File: src/rtl/sprite_table.sv
`default_nettype none
// ============================================================================
// Module      : sprite_table
// Description : Parametrised sprite attribute store. Holds MAX_SPRITES records
//               of NUM_FIELDS fields each plus an alive mask. Hardware
//               allocation of the lowest free slot, processor field
//               read/write, and a scan engine that streams every alive sprite
//               over a valid/ready handshake.
// Ports       : pixel_clk_in / rst_in       clock, synchronous active-high reset
//               alloc_*                     allocation request and response
//               free_*                      slot release
//               wr_* / rd_*                 field write, registered field read
//               count_out                   number of alive slots
//               scan_*                      scan pass control and beat output
// Revision    : 1.0 - initial release
// ============================================================================
module sprite_table #(
    parameter  int MAX_SPRITES = 32,
    parameter  int NUM_FIELDS  = 4,
    parameter  int FIELD_WIDTH = 16,
    localparam int ID_W        = $clog2(MAX_SPRITES),
    localparam int FI_W        = (NUM_FIELDS > 1) ? $clog2(NUM_FIELDS) : 1,
    localparam int CNT_W       = $clog2(MAX_SPRITES + 1),
    localparam int REC_W       = NUM_FIELDS * FIELD_WIDTH
) (
    input  logic                   pixel_clk_in,
    input  logic                   rst_in,
    input  logic                   alloc_req_in,
    input  logic [REC_W-1:0]       alloc_fields_in,
    output logic                   alloc_ok_out,
    output logic                   alloc_fail_out,
    output logic [ID_W-1:0]        alloc_id_out,
    input  logic                   free_en_in,
    input  logic [ID_W-1:0]        free_id_in,
    input  logic                   wr_en_in,
    input  logic [ID_W-1:0]        wr_id_in,
    input  logic [FI_W-1:0]        wr_field_in,
    input  logic [FIELD_WIDTH-1:0] wr_data_in,
    input  logic [ID_W-1:0]        rd_id_in,
    input  logic [FI_W-1:0]        rd_field_in,
    output logic [FIELD_WIDTH-1:0] rd_data_out,
    output logic [CNT_W-1:0]       count_out,
    input  logic                   scan_start_in,
    output logic                   scan_valid_out,
    input  logic                   scan_ready_in,
    output logic [ID_W-1:0]        scan_id_out,
    output logic [REC_W-1:0]       scan_fields_out,
    output logic                   scan_busy_out,
    output logic                   scan_done_out
);

    localparam logic [1:0] c_st_idle    = 2'd0;
    localparam logic [1:0] c_st_seek    = 2'd1;
    localparam logic [1:0] c_st_present = 2'd2;
    localparam logic [1:0] c_st_done    = 2'd3;

    logic [MAX_SPRITES-1:0] r_alive;
    logic [FIELD_WIDTH-1:0] r_fields [MAX_SPRITES][NUM_FIELDS];
    logic [CNT_W-1:0]       r_count;
    logic                   r_alloc_ok;
    logic                   r_alloc_fail;
    logic [ID_W-1:0]        r_alloc_id;
    logic [FIELD_WIDTH-1:0] r_rd_data;
    logic [1:0]             r_state;
    logic [ID_W:0]          r_ptr;      // one bit wider so it can point past the last slot
    logic [ID_W-1:0]        r_scan_id;
    logic [REC_W-1:0]       r_scan_fields;

    logic                   w_grant_found;
    logic [ID_W-1:0]        w_grant_id;
    logic                   w_grant;
    logic                   w_free_hit;
    logic                   w_wr_hit;
    logic [MAX_SPRITES-1:0] w_alive_next;
    logic [FIELD_WIDTH-1:0] w_rd_data;
    logic                   w_seek_found;
    logic [ID_W-1:0]        w_seek_id;
    logic [REC_W-1:0]       w_seek_rec;
    logic [1:0]             w_state_next;
    logic                   w_scan_valid;
    logic                   w_scan_busy;
    logic                   w_scan_done;

    // Lowest dead slot, taken from the mask before this cycle's free so a
    // slot released this cycle is never handed out in the same cycle.
    always_comb begin
        w_grant_found = 1'b0;
        w_grant_id    = '0;
        for (int i = MAX_SPRITES - 1; i >= 0; i--) begin
            if (!r_alive[i]) begin
                w_grant_found = 1'b1;
                w_grant_id    = ID_W'(i);
            end
        end
    end

    assign w_grant    = alloc_req_in && w_grant_found;
    assign w_free_hit = free_en_in && (int'(free_id_in) < MAX_SPRITES) && r_alive[free_id_in];
    assign w_wr_hit   = wr_en_in && (int'(wr_id_in) < MAX_SPRITES) && (int'(wr_field_in) < NUM_FIELDS)
                        && r_alive[wr_id_in] && !(w_free_hit && (free_id_in == wr_id_in));

    // Granted slot is dead and freed slot is alive, so the two never collide.
    always_comb begin
        w_alive_next = r_alive;
        if (w_grant)    w_alive_next[w_grant_id] = 1'b1;
        if (w_free_hit) w_alive_next[free_id_in] = 1'b0;
    end

    always_comb begin
        w_rd_data = '0;
        if ((int'(rd_id_in) < MAX_SPRITES) && (int'(rd_field_in) < NUM_FIELDS) && r_alive[rd_id_in])
            w_rd_data = r_fields[rd_id_in][rd_field_in];
    end

    // Field storage is deliberately not reset.
    always_ff @(posedge pixel_clk_in) begin
        if (!rst_in) begin
            if (w_grant) begin
                for (int f = 0; f < NUM_FIELDS; f++)
                    r_fields[w_grant_id][f] <= alloc_fields_in[f*FIELD_WIDTH +: FIELD_WIDTH];
            end
            if (w_wr_hit)
                r_fields[wr_id_in][wr_field_in] <= wr_data_in;
        end
    end

    always_ff @(posedge pixel_clk_in) begin
        if (rst_in) begin
            r_alive      <= '0;
            r_count      <= '0;
            r_alloc_ok   <= 1'b0;
            r_alloc_fail <= 1'b0;
            r_alloc_id   <= '0;
            r_rd_data    <= '0;
        end else begin
            r_alive      <= w_alive_next;
            r_count      <= r_count + CNT_W'(w_grant) - CNT_W'(w_free_hit);
            r_alloc_ok   <= w_grant;
            r_alloc_fail <= alloc_req_in && !w_grant_found;
            if (w_grant)
                r_alloc_id <= w_grant_id;
            r_rd_data    <= w_rd_data;
        end
    end

    // Lowest alive slot at or above the scan pointer, against the live mask.
    always_comb begin
        w_seek_found = 1'b0;
        w_seek_id    = '0;
        for (int i = MAX_SPRITES - 1; i >= 0; i--) begin
            if (r_alive[i] && (i >= int'(r_ptr))) begin
                w_seek_found = 1'b1;
                w_seek_id    = ID_W'(i);
            end
        end
    end

    always_comb begin
        w_seek_rec = '0;
        for (int f = 0; f < NUM_FIELDS; f++)
            w_seek_rec[f*FIELD_WIDTH +: FIELD_WIDTH] = r_fields[w_seek_id][f];
    end

    always_ff @(posedge pixel_clk_in) begin
        if (rst_in) r_state <= c_st_idle;
        else        r_state <= w_state_next;
    end

    always_comb begin
        w_state_next = r_state;
        case (r_state)
            c_st_idle:    if (scan_start_in) w_state_next = c_st_seek;
            c_st_seek:    w_state_next = w_seek_found ? c_st_present : c_st_done;
            c_st_present: if (scan_ready_in) w_state_next = c_st_seek;
            c_st_done:    w_state_next = c_st_idle;
            default:      w_state_next = c_st_idle;
        endcase
    end

    always_comb begin
        w_scan_valid = (r_state == c_st_present);
        w_scan_busy  = (r_state != c_st_idle);
        w_scan_done  = (r_state == c_st_done);
    end

    // Beat snapshot is captured in SEEK so later writes cannot disturb a held beat.
    always_ff @(posedge pixel_clk_in) begin
        if (rst_in) begin
            r_ptr         <= '0;
            r_scan_id     <= '0;
            r_scan_fields <= '0;
        end else begin
            if ((r_state == c_st_idle) && scan_start_in)
                r_ptr <= '0;
            if ((r_state == c_st_seek) && w_seek_found) begin
                r_scan_id     <= w_seek_id;
                r_scan_fields <= w_seek_rec;
                r_ptr         <= {1'b0, w_seek_id} + (ID_W+1)'(1);
            end
        end
    end

    assign alloc_ok_out    = r_alloc_ok;
    assign alloc_fail_out  = r_alloc_fail;
    assign alloc_id_out    = r_alloc_id;
    assign rd_data_out     = r_rd_data;
    assign count_out       = r_count;
    assign scan_valid_out  = w_scan_valid;
    assign scan_id_out     = r_scan_id;
    assign scan_fields_out = r_scan_fields;
    assign scan_busy_out   = w_scan_busy;
    assign scan_done_out   = w_scan_done;

endmodule
`default_nettype wire
File: config.mk
export PLATFORM = sky130hd
export DESIGN_NAME = sprite_table
export DESIGN_NICKNAME = d
export VERILOG_FILES = /design/src/rtl/sprite_table.sv
export SDC_FILE = /design/constraint.sdc
export NUM_CORES = 2
export LEC_CHECK = 0
export BUFFER_PORTS_ARGS = -buffer_cell sky130_fd_sc_hd__buf_2
export CAP_MARGIN = 20
export CORE_ASPECT_RATIO = 2
export CORE_UTILIZATION = 54
export DETAILED_ROUTE_END_ITERATION = 16
export PLACE_DENSITY = 0.67
export REMOVE_ABC_BUFFERS = 1
export SLEW_MARGIN = 10
export SYNTH_ARGS = -nofsm -noshare
export SYNTH_HDL_FRONTEND = slang
export SYNTH_SLANG_ARGS = --single-unit
File: constraint.sdc
create_clock -name pixel_clk_in -period 5.5 [get_ports pixel_clk_in]
set_clock_uncertainty 0.1 [all_clocks]
set_input_delay 1.1 -clock pixel_clk_in [delete_from_list [all_inputs] [get_ports pixel_clk_in]]
set_output_delay 1.1 -clock pixel_clk_in [all_outputs]
set_load 0.005 [all_outputs]
Word level (Yosys, flattened, before mapping):

Memory sizes are Yosys's and may differ from the RTL's. A register that Yosys moved wholly into a read port is not among the register bits.
Index checks and enable logic that the tools add are counted.

* memories kept: 1
* memory bits (writable): 2048
* output and inout port bits: 101
* bits of input ports: 106
* logic and storage cells: 273
* flip-flop bits (word level): 74

* $add $sub $neg: 3
* equality and inequality tests: 6
* order comparisons: 41
* bitwise gates (word level): 6
* reductions and logical operators: 50
* muxes and demuxes: 157

Memories
* r_fields: depth 32, width 64, read ports 2, clocked after Yosys merged registers in 1, write ports 2, line 58 `logic [FIELD_WIDTH-1:0] r_fields [MAX_SPRITES][NUM_FIELDS];`

Operator list (number)
* 5-bit 2-to-1 mux: 64
* 5-bit by 6-bit greater-or-equal comparator with 1-bit output, first input constant: 16
* 1-bit 2-to-1 mux: 75
* 32-bit 2-to-1 mux: 2
* 64-bit 2-to-1 mux: 1
* 4-bit by 6-bit greater-or-equal comparator with 1-bit output, first input constant: 8
* 16-bit 2-to-1 mux: 3
* 1-bit logical AND: 43
* 32-bit AND: 1
* 16-bit binary-select mux with 2-bit select: 1
* 16-bit demux with 2-bit select: 1
* 32-bit NOT: 1
* 32-bit bitwise OR: 1
* 3-bit by 6-bit greater-or-equal comparator with 1-bit output, first input constant: 4
* 5-bit by 6-bit < comparator with 1-bit output, second input constant: 4
* 1-bit binary-select mux with 5-bit select: 3
* 1-bit by 6-bit greater-or-equal comparator with 1-bit output, first input constant: 2
* 2-bit by 6-bit greater-or-equal comparator with 1-bit output, first input constant: 2
* 6-bit 2-to-1 mux: 2
* 1-bit demux with 5-bit select: 2
* 5-bit by 1-bit greater-or-equal comparator with 1-bit output, second input constant: 2
* 2-bit one-hot mux with 4 select lines: 1
* 5-bit by 1-bit adder with 6-bit output, second input constant: 1
* 6-bit by 1-bit adder with 6-bit output: 1
* other kinds (16): 22

Logic depth before layout (Yosys ltp):

* word-level depth: 40
* depth in mapped cells: 20
* mapped depth without buffers: 15

Worst setup path before layout:

No wires, ideal clock.

* path kind: input to register
* from: input wr_id_in[4]
* to: memory r_fields[26][16] (netlist bit), enable pin
* data required time: 4.989 ns
* library setup time: 0.411 ns
* cell stages on the path: 10
* path buffers: 4
* path slack: 0.427 ns
* data arrival time: 4.562 ns
* path through: buf_2 nor3_1 a22oi_1 a311oi_2 o41ai_4 or3_1 buf_4 buf_6 clkbuf_1 o21ai_0

RTL lines
* from (decl): line 36 `input logic [ID_W-1:0] wr_id_in,`
* to (decl): line 58

Worst setup path in the final report:

* from: register r_ptr[3]
* to: register r_scan_fields[7], in the netlist scan_fields_out[7], read port of r_fields

* word-level cells in the longest chain between the ends: 35
* elaborated cells between the ends (all ways): 129
* classes of those cells: 32 x order compare; 64 x mux; 33 x reduce/logical

RTL lines
* from (decl): line 65 `logic [ID_W:0] r_ptr;`
* from (signal assigned): line 198 `r_ptr <= {1'b0, w_seek_id} + (ID_W+1)'(1);`
* 5-bit by 6-bit greater-or-equal comparator with 1-bit output: line 151 `if (r_alive[i] && (i >= int'(r_ptr))) begin`
* 1-bit logical AND: line 151
* 1-bit 2-to-1 mux (32 in a row): line 151
* 1-bit logical AND: line 195 `if ((r_state == c_st_seek) && w_seek_found) begin`
* to (decl): line 67 `logic [REC_W-1:0] r_scan_fields;`

Several ways; a longest one is shown, not always the timed one.
A chain may end at the register's enable or synchronous reset.

==> key figures <==
Clocking
  • CTS clock-pin slew for the worst setup and hold paths: 70 ps
  • H-tree depth: 4
  • Hold buffers post-CTS: 0
  • CTS tree: done
  • Clk sink count: around 2200
  • Post-CTS Repair Setup Buffers: 0
  • Longest Clk Path Bufs: 4
  • Worst skew pair latency: about 900 ps
  • CTS Buf Count: about 210
  • Root buffer cell: clkbuf_16

Setup path
  • Reg2Reg Setup Slack: around 34 ps
  • Worst EP required: 6150 ps
  • Critical Path Source Type: register
  • Critical Path End: scan_fields_out[7]
  • CP endpoint kind: register
  • R2r startpoint: r_ptr[3]
  • Crit path max fanout: 25
  • Setup crit start: r_ptr[3]
  • CP Class: register to register
  • Worst EP arrival: just over 6000 ps
  • Worst Reg-to-Reg Cells: 13
  • FF-to-FF End: scan_fields_out[7]

STA
  • Min Clock Period, post-route: 5470 ps
  • Fin. max-slew vios: 0
  • Setup TNS: 0 ps
  • RSZ-0062 raised after global routing: false
  • Worst rel slew slack: 0.160
  • Final setup viols: 0
  • Max Fclk: approximately 180 MHz
  • Final hold vios: 0
  • Fin crit share: 0.994
  • Slew at the pin closest to its max-slew limit: 1260 ps

Die
  • Die width: 349 microns
  • Total die area: 243000 sq um
  • Die height: 696 microns
  • Core box area: 239000 sq um
  • # rows: roughly 250
  • Starting Density: 0.543
  • Boundary pin count: between 200 and 250

Global routing
  • First-pass GRT wire length: ~750000 microns
  • Gr ovfl total: 0
  • Largest net degree at the start of global routing: 129
  • Vias in the first global route: around 96000
  • Total track usage: 0.446
  • Initial antenna violation count: 70

Run status
  • Status: finished, final reports clean

Layout
  • Area delta synth->final: 10.4%
  • Final std cells w/o fill: about 13000
  • Design area: about 140000 sq um
  • Final #Nets: ~9600
  • Area of the multi-input gates: approximately 61000 sq um
  • Filler Cells Inserted: approximately 19000
  • Fraction of layout cells with a size suffix above 1: 0.428
  • Register area: 64300 sq um

Power and ir drop
  • Leak: roughly 47 nW
  • PnR Total Power: between 30 and 40 mW
  • Max IR drop VDD: 324 uV
  • Pwr per Cell Area: around 260 nW/um^2

Routing
  • Vias per cell: between 7 and 8
  • Routed wire length per instance: 42.6 microns
  • Vias: about 100000
  • Antenna-violating nets left: 0
  • TritonRoute pass-1 iters: 7
  • DR iter-0 viols: between 10000 and 15000
  • Detailed Route WL: around 550000 microns
  • Drt drc: 0

Synth
  • Yosys warns: 0
  • Post-synth top flop: edfxtp_1
  • Synth top area cells: edfxtp_1 (47%), mux2_2 (18%), mux4_2 (13%)
  • Cell variety after synth: 94
  • Area leader, netlist: edfxtp_1
  • Sequential area share after synthesis: 0.494
  • Yosys top cell area share: 0.473
  • Flops & latches, synth: 2186
  • Cell count after synthesis: 9613
  • Synthesized area per cell: between 10 and 15 sq um
  • FFs w/ async S/R, synth: 0
  • Post-synth EDFFs: 2048
  • Synthesized area: approximately 130000 sq um

Placement
  • Routability Congestion: between 1 and 1.5
  • Port Buffers: ~210
  • Placed insts: roughly 12000
  • Placed Area: ~140000 sq um
  • Dpl hpwl: 356000 microns

Hold path
  • Worst hold path class: primary input to register

Flow run
  • Max_cap viols: 0
-- per-stage QoR --
stage	utilization	hold slack [ps]	setup WS [ps]
after floorplan	-	347	-13100
after CTS	0.599	315	204
final	0.599	342	34.1
after global routing	0.599	368	57.7
after detailed placement	0.570	351	266
after global placement	0.570	345	280
-- layout make-up --
class                   count  share of cell area
clock inverters            90             0.00720
flip-flops and latches   2186               0.448
inverters                  35             0.00108
multi-input cells        6257               0.426
well taps                3200              0.0279
diodes                     61             0.00106
repair buffers            757              0.0482
clock buffers             283              0.0405
-- logic make-up (layout without fill, tap and decap cells) --
family / Yosys count / count (layout) / share of synthesized area
simple gates: 1959 / 1959 / 0.0691
flops: 2186 / 2186 / 0.494
other cells: 0 / 61 / 0
fa+ha+maj: 8 / 8 / 0.000828
mux: 3143 / 3143 / 0.334
compound gates: 1134 / 1134 / 0.0595
xor+xnor: 13 / 13 / 0.000876
buf+inv: 1170 / 1165 / 0.0414
-- critical path, stage by stage (launching register included) --
cell	delay, ps
dfxtp_1	970
o21ai_0	340
o211ai_1	270
o211ai_1	150
a21oi_1	390
o21ai_1	230
a21oi_4	300
inv_8	170
nand3_2	530
buf_4	570
buf_4	290
o22ai_1	110
nor4_1	670
a31oi_1	150
-- worst min path at each step --
stage	depth (start not counted)	to	startpoint	slack, ps
after floorplan	2	alloc_id_out[0]	alloc_id_out[0]	350
after global placement	2	scan_id_out[1]	scan_id_out[1]	350
after detailed placement	2	alloc_id_out[0]	alloc_id_out[0]	350
after CTS	3	r_state[0]	scan_ready_in	310
after global routing	3	r_state[0]	scan_ready_in	370
final	3	r_state[0]	scan_ready_in	340
-- power by group --
part / switching (mW) / leakage [nW] / internal [mW]
registers: 0.0791 / 19.5 / 18.2
clock network: 6.76 / 3.33 / 8.41
logic: 2.31 / 24.4 / 1.50
total: 9.15 / 47.2 / 28.1
-- cells in the final DEF (no fill, tap or decap), types with 23 or more instances in the layout --
master     instances
a211oi_1          40
a31oi_1          138
edfxtp_1        2048
a2111oi_0         45
buf_12           130
buf_4            436
clkbuf_16        213
diode_2           61
nor2_2            69
mux2_1            30
buf_2            184
nand2b_1          23
o22ai_1          107
o211ai_1          52
a22oi_1           23
inv_1             32
nor2_1            88
clkinv_2          32
o21ai_2           81
dfxtp_1          137
mux2_2          2020
nand2_1         1194
clkbuf_1          49
a32oi_1           49
a311oi_1          43
a41oi_1           25
and3_1           129
a311o_1           29
mux2i_1          344
nor4_1            37
nand3_2           31
nor2_4            33
nand3_1          228
mux4_2           749
a21oi_1          312
nor3_1            29
-- Yosys cell counts, drive strengths merged, types with 25 or more instances --
cell / n
mux2: 2050
edfxtp: 2048
nand2: 1199
mux4: 749
clkbuf: 690
buf: 445
mux2i: 344
a21oi: 313
nand3: 263
nor2: 190
a31oi: 139
dfxtp: 138
and3: 129
o22ai: 122
o21ai: 106
a2111oi: 56
o211ai: 52
a32oi: 49
a311oi: 44
nor4: 41
a211oi: 40
inv: 35
nor3: 33
a311o: 29
a41oi: 25
-- sequential cells by signal, summed over array words and instances (netlist names), 2 cells and up --
name	count
r_fields	2048
scan_fields_out	64
r_alive	32
rd_data_out	16
count_out	6
r_ptr	6
alloc_id_out	5
scan_id_out	5
r_state	2
-- per-layer routing --
layer	global-route usage	wire, microns
met1	0.483	165000
met2	0.698	252000
met3	0.123	65600
met4	0.433	65200
met5	0.00485	399
-- what timing repair did --
item | in CTS | in global routing
gates resized for setup | 0 | 1
setup endpoints to repair | 0 | 1
endpoints found under the hold margin | 0 | 0
No activity file was read; power rests on OpenSTA's default activity.
